**config.mk**
```make
export PLATFORM = sky130hd
export DESIGN_NAME = uart_tx
export DESIGN_NICKNAME = d
export VERILOG_FILES = /design/src/rtl/uart_tx_pkg.sv /design/src/rtl/uart_baud_tick.sv /design/src/rtl/uart_tx.sv
export SDC_FILE = /design/constraint.sdc
export NUM_CORES = 1
export LEC_CHECK = 0
export CELL_PAD_IN_SITES_DETAIL_PLACEMENT = 2
export CELL_PAD_IN_SITES_GLOBAL_PLACEMENT = 2
export CORE_MARGIN = 10
export CORE_UTILIZATION = 30
export DETAILED_ROUTE_END_ITERATION = 16
export DONT_BUFFER_PORTS = 1
export GPL_ROUTABILITY_DRIVEN = 0
export HOLD_SLACK_MARGIN = 0.12
export PLACE_DENSITY = 0.59
export SETUP_SLACK_MARGIN = 0.3
export SLEW_MARGIN = 20
export SYNTH_ARGS = -nofsm -noshare
export SYNTH_HDL_FRONTEND = slang
export SYNTH_SLANG_ARGS = --single-unit
```
**constraint.sdc**
```tcl
create_clock -name clk -period 4.15 [get_ports clk]
set_clock_uncertainty 0.05 [all_clocks]
set_input_delay 0.6225 -clock clk [delete_from_list [all_inputs] [get_ports clk]]
set_output_delay 0.6225 -clock clk [all_outputs]
set_load 0.01 [all_outputs]
```
**src/rtl/uart_tx_pkg.sv**
```systemverilog
// Shared UART definitions: FSM state codes, data width and default line settings.
// The receive path imports this same package so both ends agree on frame format.
package uart_tx_pkg;

  typedef enum logic [2:0] {
    ST_IDLE   = 3'b000,
    ST_START  = 3'b001,
    ST_DATA   = 3'b010,
    ST_PARITY = 3'b011,
    ST_STOP   = 3'b100
  } state_t;

  localparam int UART_DATA_BITS   = 8;
  localparam int DEFAULT_CLK_FREQ = 50_000_000;
  localparam int DEFAULT_BAUD     = 115_200;

endpackage

```
**src/rtl/uart_baud_tick.sv**
```systemverilog
// Bit-period timer: counts 0..CLKS_PER_BIT-1 while enabled, held at 0 otherwise,
// and pulses tick in the last cycle of each bit period.
module uart_baud_tick #(
  parameter int CLKS_PER_BIT = 434
) (
  input  logic clk,
  input  logic rst,
  input  logic en,
  output logic tick
);

  localparam int W = (CLKS_PER_BIT > 1) ? $clog2(CLKS_PER_BIT) : 1;
  localparam logic [W-1:0] LAST = W'(CLKS_PER_BIT - 1);

  logic [W-1:0] cnt;

  always_ff @(posedge clk or negedge rst) begin
    if (!rst) begin
      cnt <= '0;
    end else if (!en || cnt == LAST) begin
      cnt <= '0;
    end else begin
      cnt <= cnt + 1'b1;
    end
  end

  assign tick = en && (cnt == LAST);

endmodule

```
**src/rtl/uart_tx.sv**
```systemverilog
// UART transmitter: one byte per handshake, LSB first, 8N1 frame on tx.
// Defining UART_TX_PARITY_EN adds an even-parity bit (8E1, 11 bit periods).
module uart_tx
  import uart_tx_pkg::*;
#(
  parameter int CLK_FREQ = DEFAULT_CLK_FREQ,
  parameter int BAUD     = DEFAULT_BAUD
) (
  input  logic                      clk,
  input  logic                      rst,
  input  logic                      tx_start,
  input  logic [UART_DATA_BITS-1:0] tx_data,
  output logic                      tx,
  output logic                      tx_busy,
  output logic                      tx_done
);

  localparam int CLKS_PER_BIT = CLK_FREQ / BAUD;
  localparam logic [2:0] LAST_BIT = 3'(UART_DATA_BITS - 1);

  state_t                    state, state_next;
  logic [UART_DATA_BITS-1:0] shreg, shreg_next;
  logic [2:0]                bit_cnt, bit_cnt_next;
  logic                      tick;
  logic                      tx_next, busy_next, done_next;

`ifdef UART_TX_PARITY_EN
  logic parity, parity_next;
`endif

  uart_baud_tick #(
    .CLKS_PER_BIT(CLKS_PER_BIT)
  ) u_baud (
    .clk (clk),
    .rst (rst),
    .en  (state != ST_IDLE),
    .tick(tick)
  );

  always_ff @(posedge clk or negedge rst) begin
    if (!rst) begin
      state   <= ST_IDLE;
      shreg   <= '0;
      bit_cnt <= '0;
      tx      <= 1'b1;
      tx_busy <= 1'b0;
      tx_done <= 1'b0;
`ifdef UART_TX_PARITY_EN
      parity  <= 1'b0;
`endif
    end else begin
      state   <= state_next;
      shreg   <= shreg_next;
      bit_cnt <= bit_cnt_next;
      tx      <= tx_next;
      tx_busy <= busy_next;
      tx_done <= done_next;
`ifdef UART_TX_PARITY_EN
      parity  <= parity_next;
`endif
    end
  end

  always_comb begin
    state_next   = state;
    shreg_next   = shreg;
    bit_cnt_next = bit_cnt;
    done_next    = 1'b0;
`ifdef UART_TX_PARITY_EN
    parity_next  = parity;
`endif
    case (state)
      ST_IDLE: begin
        if (tx_start) begin
          state_next   = ST_START;
          shreg_next   = tx_data;
          bit_cnt_next = '0;
`ifdef UART_TX_PARITY_EN
          parity_next  = ^tx_data;
`endif
        end
      end
      ST_START: begin
        if (tick) state_next = ST_DATA;
      end
      ST_DATA: begin
        if (tick) begin
          shreg_next   = {1'b0, shreg[UART_DATA_BITS-1:1]};
          bit_cnt_next = bit_cnt + 3'd1;
          if (bit_cnt == LAST_BIT) begin
`ifdef UART_TX_PARITY_EN
            state_next = ST_PARITY;
`else
            state_next = ST_STOP;
`endif
          end
        end
      end
`ifdef UART_TX_PARITY_EN
      ST_PARITY: begin
        if (tick) state_next = ST_STOP;
      end
`endif
      ST_STOP: begin
        if (tick) begin
          state_next = ST_IDLE;
          done_next  = 1'b1;
        end
      end
      default: state_next = ST_IDLE;
    endcase
  end

  // Line level is derived from the upcoming state so tx stays a plain register.
  always_comb begin
    tx_next   = 1'b1;
    busy_next = (state_next != ST_IDLE);
    case (state_next)
      ST_START: tx_next = 1'b0;
      ST_DATA:  tx_next = shreg_next[0];
`ifdef UART_TX_PARITY_EN
      ST_PARITY: tx_next = parity_next;
`endif
      default:  tx_next = 1'b1;
    endcase
  end

endmodule

```
==> flow_summary_export.csv, run 1 <==
group,metric,value,unit
route,drt-total-wl,3.13,mm
die,dieArea,7340,um^2
setup_path,crit_chain,"nor3_1 > and2_1 > nor2_2 > mux2_2",
final_layout,syn_to_final_growth,8.60,%
worst_hold_path,min_path_type,"primary input to flop",
clock_tree,clk_latency,0.27,ns
setup_path,required,4.26,ns
grt,grt_max_degree,26,
outcome,outcome,"completed",
clock_tree,cts-resized-gates,0,
yosys,synthesis.nets,141,
yosys,synth_area_per_cell,10.3,um^2
sta,slew_viol_final,0,
sta,setup_viol,0,
grt,overflow,0,
setup_path,arrival,2.03,ns
setup_path,crit_buf_inv,0,
setup_path,cp_top_family,"simple AND/OR/NAND/NOR gates",
final_layout,layout_commonest_cell,"dfrtp_1",
power_and_ir_drop,leakagePower,0.639,nW
route,via_per_inst,5.28,
clock_tree,cts-root-buf,"clkbuf_8",
die,start_util,31.7,%
placed_design,place_area,1320,um^2
route,detail-route-antenna-nets,0,
placed_design,dp_hpwl,2.27,mm
die,pin_count,14,
clock_tree,clk_pin_slew_worst_paths,0.10,ns
final_layout,layout_common_cells,"25 x dfrtp_1, 12 x nor2_1, 10 x o21ai_0, 8 x nand2_1, 8 x a21o_1",
route,drc_errors,0,
die,die_y,85.7,um
sta,worst_slew_pin_slew,0.441,ns
flow_run,maxCapViolCount,0,
placed_design,io_buffer_count,0,
setup_path,cp-start-kind,"flop",
clock_tree,cts_buffer_depth,2,
final_layout,nets,143,
power_and_ir_drop,ir_worst_vdd,0.149,mV
die,rows,23,
die,die_w,85.7,um
yosys,ys_seq_elements,26,
sta,tns,0,ns
yosys,yosysUniqueCellTypes,38,
sta,max_freq,524,MHz
power_and_ir_drop,p_per_area,418,nW/um^2
grt,antenna_found_initial,0,
route,first_iter_violations,37,
placed_design,pre_cts_ws,2.25,ns
clock_tree,cts_sinks,26,
grt,grtUsageTotal,8.74,%
setup_path,slowest_stage,"dfrtp_1",
sta,finalHoldViolCount,0,
clock_tree,h-tree-depth,1,
sta,min_period,1.91,ns
yosys,syn_inst,126,
sta,fin_crit_sh,46.0,%
setup_path,critPathCaptureType,"flop",
clock_tree,postCtsSetupRepairBufs,0,
yosys,ys_seq_area_share,50.3,%
final_layout,antenna_cells,0,
route,vias,934,
setup_path,crit_fanout,10,
final_layout,post-route-cell-area,1410,um^2
sta,layout_setup_ws,2.24,ns
setup_path,slowest_delay,0.48,ns
clock_tree,cts_buffers,3,
yosys,syn-cell-area,1290,um^2
route,dr.pass1.iters,4,
route,post_drt_wl_per_cell,17.7,um
sta,relSlewSlack,70.6,%
die,core,4090,um^2
grt,grt_pass1_wl,5.29,mm
clock_tree,cts_tree,"done",
final_layout,drive_gt1_share,9.45,%
sta,rsz0062_at_grt,"no",
yosys,yosys_warnings,0,
grt,grt_pass1_vias,1090,
setup_path,criticalPathCategory,"flop to flop",
[power by group]
part	internal (mW)	total, mW	switching [mW]
combinational	0.0462	0.0914	0.0452
sequential	0.296	0.344	0.0476
clock	0.0688	0.153	0.0840
total	0.411	0.588	0.177
[cell families after synthesis]
group                    count (synthesis)  share of synthesized area (%)
buffers and inverters                   11                           4.25
multiplexers                             3                           2.51
adder cells (fa/ha/maj)                  4                           3.86
flip-flops                              26                           50.3
AO/OA/AOI/OAI                           34                           17.7
AND/OR/NAND/NOR                         43                           18.0
XOR/XNOR                                 5                           3.38
[final timing paths]
kind / start / endpoint / slack [ns] / cells after the start
min reg2reg: shreg[5]$_DFFE_PN0P_ / shreg[5]$_DFFE_PN0P_ / 0.45 / 1
max in group asynchronous: rst / bit_cnt[1]$_DFFE_PN0P_ / 3.16 / 2
max: state[1]$_DFF_PN0_ / bit_cnt[0]$_DFFE_PN0P_ / 2.24 / 4
max reg2reg: state[1]$_DFF_PN0_ / bit_cnt[0]$_DFFE_PN0P_ / 2.24 / 4
min in group asynchronous: rst / tx$_DFF_PN1_ / 0.68 / 1
min: tx_data[7] / shreg[7]$_DFFE_PN0P_ / 0.44 / 2
[Yosys cell counts (all sizes together)]
library cell	number	area [um^2]
nor2b	2	12.5
a21o	8	60.1
o32ai	1	8.76
nor3	2	10.0
a21oi	5	28.8
xnor2	4	35.0
ha	4	50.1
xor2	1	8.76
nand2	9	36.3
and4	1	8.76
and3	1	7.51
mux2i	1	10.0
nor4b	1	23.8
nand2b	2	12.5
o21a	1	7.51
buf	4	28.8
or3	2	12.5
inv	5	18.8
a22o	6	52.6
nor2	13	51.3
and2	1	6.26
a31oi	2	12.5
a31o	1	8.76
mux2	2	22.5
o21ai	10	50.1
clkbuf	2	7.51
dfstp	1	26.3
nand3	5	25.0
nor3b	1	7.51
nand4	2	12.5
dfrtp	25	626
nor4	1	6.26
[repair_timing]
item,in CTS,in global routing
endpoints found under the hold margin,25,1
hold buffers,2,1
setup endpoints to repair,0,0
[state kept, by name, summed over array words and instances (netlist names)]
register,count
state,3
shreg,8
tx,1
bit_cnt,3
tx_done,1
u_baud.cnt,9
tx_busy,1
[final cells by class]
cell class	instances	area (um^2)
Tap cell	50	62.6
Sequential cell	26	652
Inverter	5	18.8
Timing Repair Buffer	3	40.0
Fill cell	454	2680
Multi-Input combinational cell	89	588
Clock buffer	4	45.0
[worst reg2reg max path, delay by kind of cell (launching register included)]
family	cells	cell delay (ns)
and+or+nand+nor	3	0.99
muxes	1	0.28
DFF	1	0.48
[metal layers]
metal	vias to the layer above	GRT usage, %	share of wire (%)	wire, um
met5	-	0	0	0
met4	0	2.25	0.45	14
met3	2	2.08	3.0	95
met2	8	16.6	53	1670
met1	479	9.32	43	1350
li1	445	-	-	-
[through the flow]
stage,utilization [%],power (mW),hold WS (ns),cells
floorplan,-,0.407,0.277,126
global placement,32.3,0.425,0.278,170
detailed placement,32.3,0.436,0.278,170
CTS,34.2,0.600,0.125,176
global route,34.4,0.632,0.424,177
finish,34.4,0.588,0.439,177
Note: power is estimated with default switching activity, not from simulation.
==> run 2, diff against run 1 <==
--- a/config.mk
+++ b/config.mk
@@ -13,7 +13,7 @@
 export DONT_BUFFER_PORTS = 1
 export GPL_ROUTABILITY_DRIVEN = 0
 export HOLD_SLACK_MARGIN = 0.12
-export PLACE_DENSITY = 0.59
+export PLACE_DENSITY = 0.61
 export SETUP_SLACK_MARGIN = 0.3
 export SLEW_MARGIN = 20
 export SYNTH_ARGS = -nofsm -noshare
==> constraint.sdc (replaced) <==
create_clock -name clk -period 1.6 [get_ports clk]
set_clock_uncertainty 0.05 [all_clocks]
set_input_delay 0.24 -clock clk [delete_from_list [all_inputs] [get_ports clk]]
set_output_delay 0.24 -clock clk [all_outputs]
set_load 0.01 [all_outputs]
==> flow_summary_export.csv, run 2 (synthesized netlist as in run 1, its figures left out) <==
group,metric,value,unit
placed_design,dp_hpwl,2.55,mm
final_layout,layout_commonest_cell,"dfrtp_1",
worst_hold_path,hold_end,"shreg[5]$_DFFE_PN0P_",
die,pin_count,14,
setup_path,criticalPathCategory,"flop to flop",
sta,relSlewSlack,75.0,%
die,rows,23,
outcome,violations,"setup timing",
outcome,outcome,"complete, but fails checks",
die,core,4090,um^2
setup_path,r2r_cells,4,
grt,antenna_found_initial,0,
route,drc_errors,0,
route,vias,1044,
placed_design,pre_cts_ws,0.0128,ns
setup_path,crit_fanout,7,
sta,max_freq,608,MHz
grt,grt_pass1_vias,1203,
die,die_w,85.7,um
die,start_util,31.7,%
clock_tree,cts_sinks,26,
final_layout,drive_gt1_share,43.6,%
setup_path,r2r_slack,-0.04,ns
sta,rsz0062_at_grt,"yes",
sta,layout_setup_ws,-0.0440,ns
final_layout,syn_to_final_growth,48.2,%
grt,grtUsageTotal,11.1,%
power_and_ir_drop,ir_worst_vdd,0.505,mV
route,detail-route-antenna-nets,0,
setup_path,slowest_stage,"dfrtp_1",
worst_hold_path,whs_path_depth,2,
sta,worst_slew_pin_slew,0.373,ns
power_and_ir_drop,combPwrFrac,32.8,%
route,post_drt_wl_per_cell,19.6,um
route,first_iter_violations,33,
clock_tree,cts-root-buf,"clkbuf_8",
die,dieArea,7340,um^2
die,die_y,85.7,um
clock_tree,cts_buffers,3,
route,via_per_inst,5.07,
final_layout,reg_top3,"u_baud.cnt x9, shreg x8",
power_and_ir_drop,power.internal,1.49,mW
sta,slew_viol_final,0,
setup_path,crit_buf_inv,0,
clock_tree,h-tree-depth,1,
final_layout,antenna_cells,0,
final_layout,top_register,"u_baud.cnt",
grt,grt_pass1_wl,6.53,mm
setup_path,crit_chain,"nor4b_4 > and3_4 > nor2_4 > mux2_4",
setup_path,arrival,1.76,ns
clock_tree,clk_latency,0.27,ns
power_and_ir_drop,clock_power_share,26.1,%
sta,tns,-0.108,ns
setup_path,slowest_delay,0.43,ns
setup_path,cp-start-kind,"flop",
final_layout,largest_reg_flops,9,
power_and_ir_drop,sw_frac_of_total,30.0,%
setup_path,critPathCaptureType,"flop",
worst_hold_path,min_path_type,"primary input to flop",
power_and_ir_drop,pwr-share-seq,41.1,%
clock_tree,cts_buffer_depth,2,
flow_run,maxCapViolCount,0,
setup_path,r2r-start,"u_baud.cnt[2]$_DFF_PN0_",
sta,finalHoldViolCount,0,
power_and_ir_drop,p_per_area,1110,nW/um^2
grt,grt_max_degree,27,
final_layout,fillers,420,
power_and_ir_drop,switchingPower,0.638,mW
worst_hold_path,min_from,"tx_data[5]",
sta,min_period,1.64,ns
clock_tree,cts_tree,"done",
clock_tree,clk_pin_slew_worst_paths,0.10,ns
placed_design,io_buffer_count,0,
route,dr.pass1.iters,3,
setup_path,required,1.71,ns
setup_path,cp_top_family,"simple AND/OR/NAND/NOR gates",
power_and_ir_drop,leakagePower,0.843,nW
final_layout,layout_common_cells,"25 x dfrtp_1, 18 x buf_4, 8 x nand2_1",
grt,overflow,0,
route,drt-total-wl,4.03,mm
final_layout,nets,172,
sta,fin_crit_sh,103,%
sta,setup_viol,6,
setup_path,r2r-end,"bit_cnt[0]$_DFFE_PN0P_",
run 2: cell type report:
type	count	area, um^2	share of cell area [%]
clock inverter	1	30.0	1.56
timing repair buffer	32	332	17.3
multi-input combinational	89	783	40.8
clock buffer	3	41.3	2.15
sequential	26	652	34.0
inverter	5	18.8	0.978
tap	50	62.6	3.26
run 2: power by group through the flow:
stage                     clock network [mW]  registers, mW  logic, mW
after CTS                              0.576          0.859      0.530
after global routing                   0.615          0.890      0.766
after floorplan                            0          0.867      0.199
after detailed placement                   0          0.873      0.352
after global placement                     0          0.863      0.329
final                                  0.555          0.872      0.697
run 2: per-layer routing:
metal  part of all wire, %  GRT usage, %  vias up
met2                    58          21.4        6
met4                  0.45          3.14        0
met3                   1.8          1.99        2
met5                     0             0        -
li1                      -             -      506
met1                    39          11.9      530
run 2: worst max path at each step:
stage | startpoint | end | slack [ns] | depth (start not counted)
5_1_grt | u_baud.cnt[1]$_DFF_PN0_ | shreg[3]$_DFFE_PN0P_ | -0.11 | 7
6_report | u_baud.cnt[2]$_DFF_PN0_ | bit_cnt[0]$_DFFE_PN0P_ | -0.04 | 4
3_5_place_dp | u_baud.cnt[2]$_DFF_PN0_ | shreg[0]$_DFF_PN0_ | 0.01 | 5
3_3_place_gp | u_baud.cnt[2]$_DFF_PN0_ | bit_cnt[0]$_DFFE_PN0P_ | 0.05 | 4
2_1_floorplan | u_baud.cnt[1]$_DFF_PN0_ | shreg[6]$_DFFE_PN0P_ | -0.005 | 8
4_1_cts | u_baud.cnt[3]$_DFF_PN0_ | bit_cnt[0]$_DFFE_PN0P_ | 0.007 | 4
run 2: through the flow:
| stage | util, % | area [um^2] | hold slack [ns] | total power [mW] | std cells |
|---|---|---|---|---|---|
| after floorplan | - | 1320 | -0.106 | 1.07 | 126 |
| after global placement | 36.5 | 1490 | -0.104 | 1.19 | 187 |
| after detailed placement | 36.5 | 1490 | -0.105 | 1.22 | 187 |
| after CTS | 44.5 | 1820 | 0.123 | 1.96 | 204 |
| after global routing | 47.0 | 1920 | 0.126 | 2.27 | 206 |
| final | 47.0 | 1920 | 0.130 | 2.12 | 206 |
run 2: repair_timing:
item | 4_1_cts | 5_1_grt
buffers inserted | 8 | 2
setup endpoints to repair | 26 | 26
hold endpoints to repair | 28 | 0
gates resized for setup | 29 | 18
hold buffers | 4 | 0
pin swaps | 13 | 6
gates cloned | 1 | 0
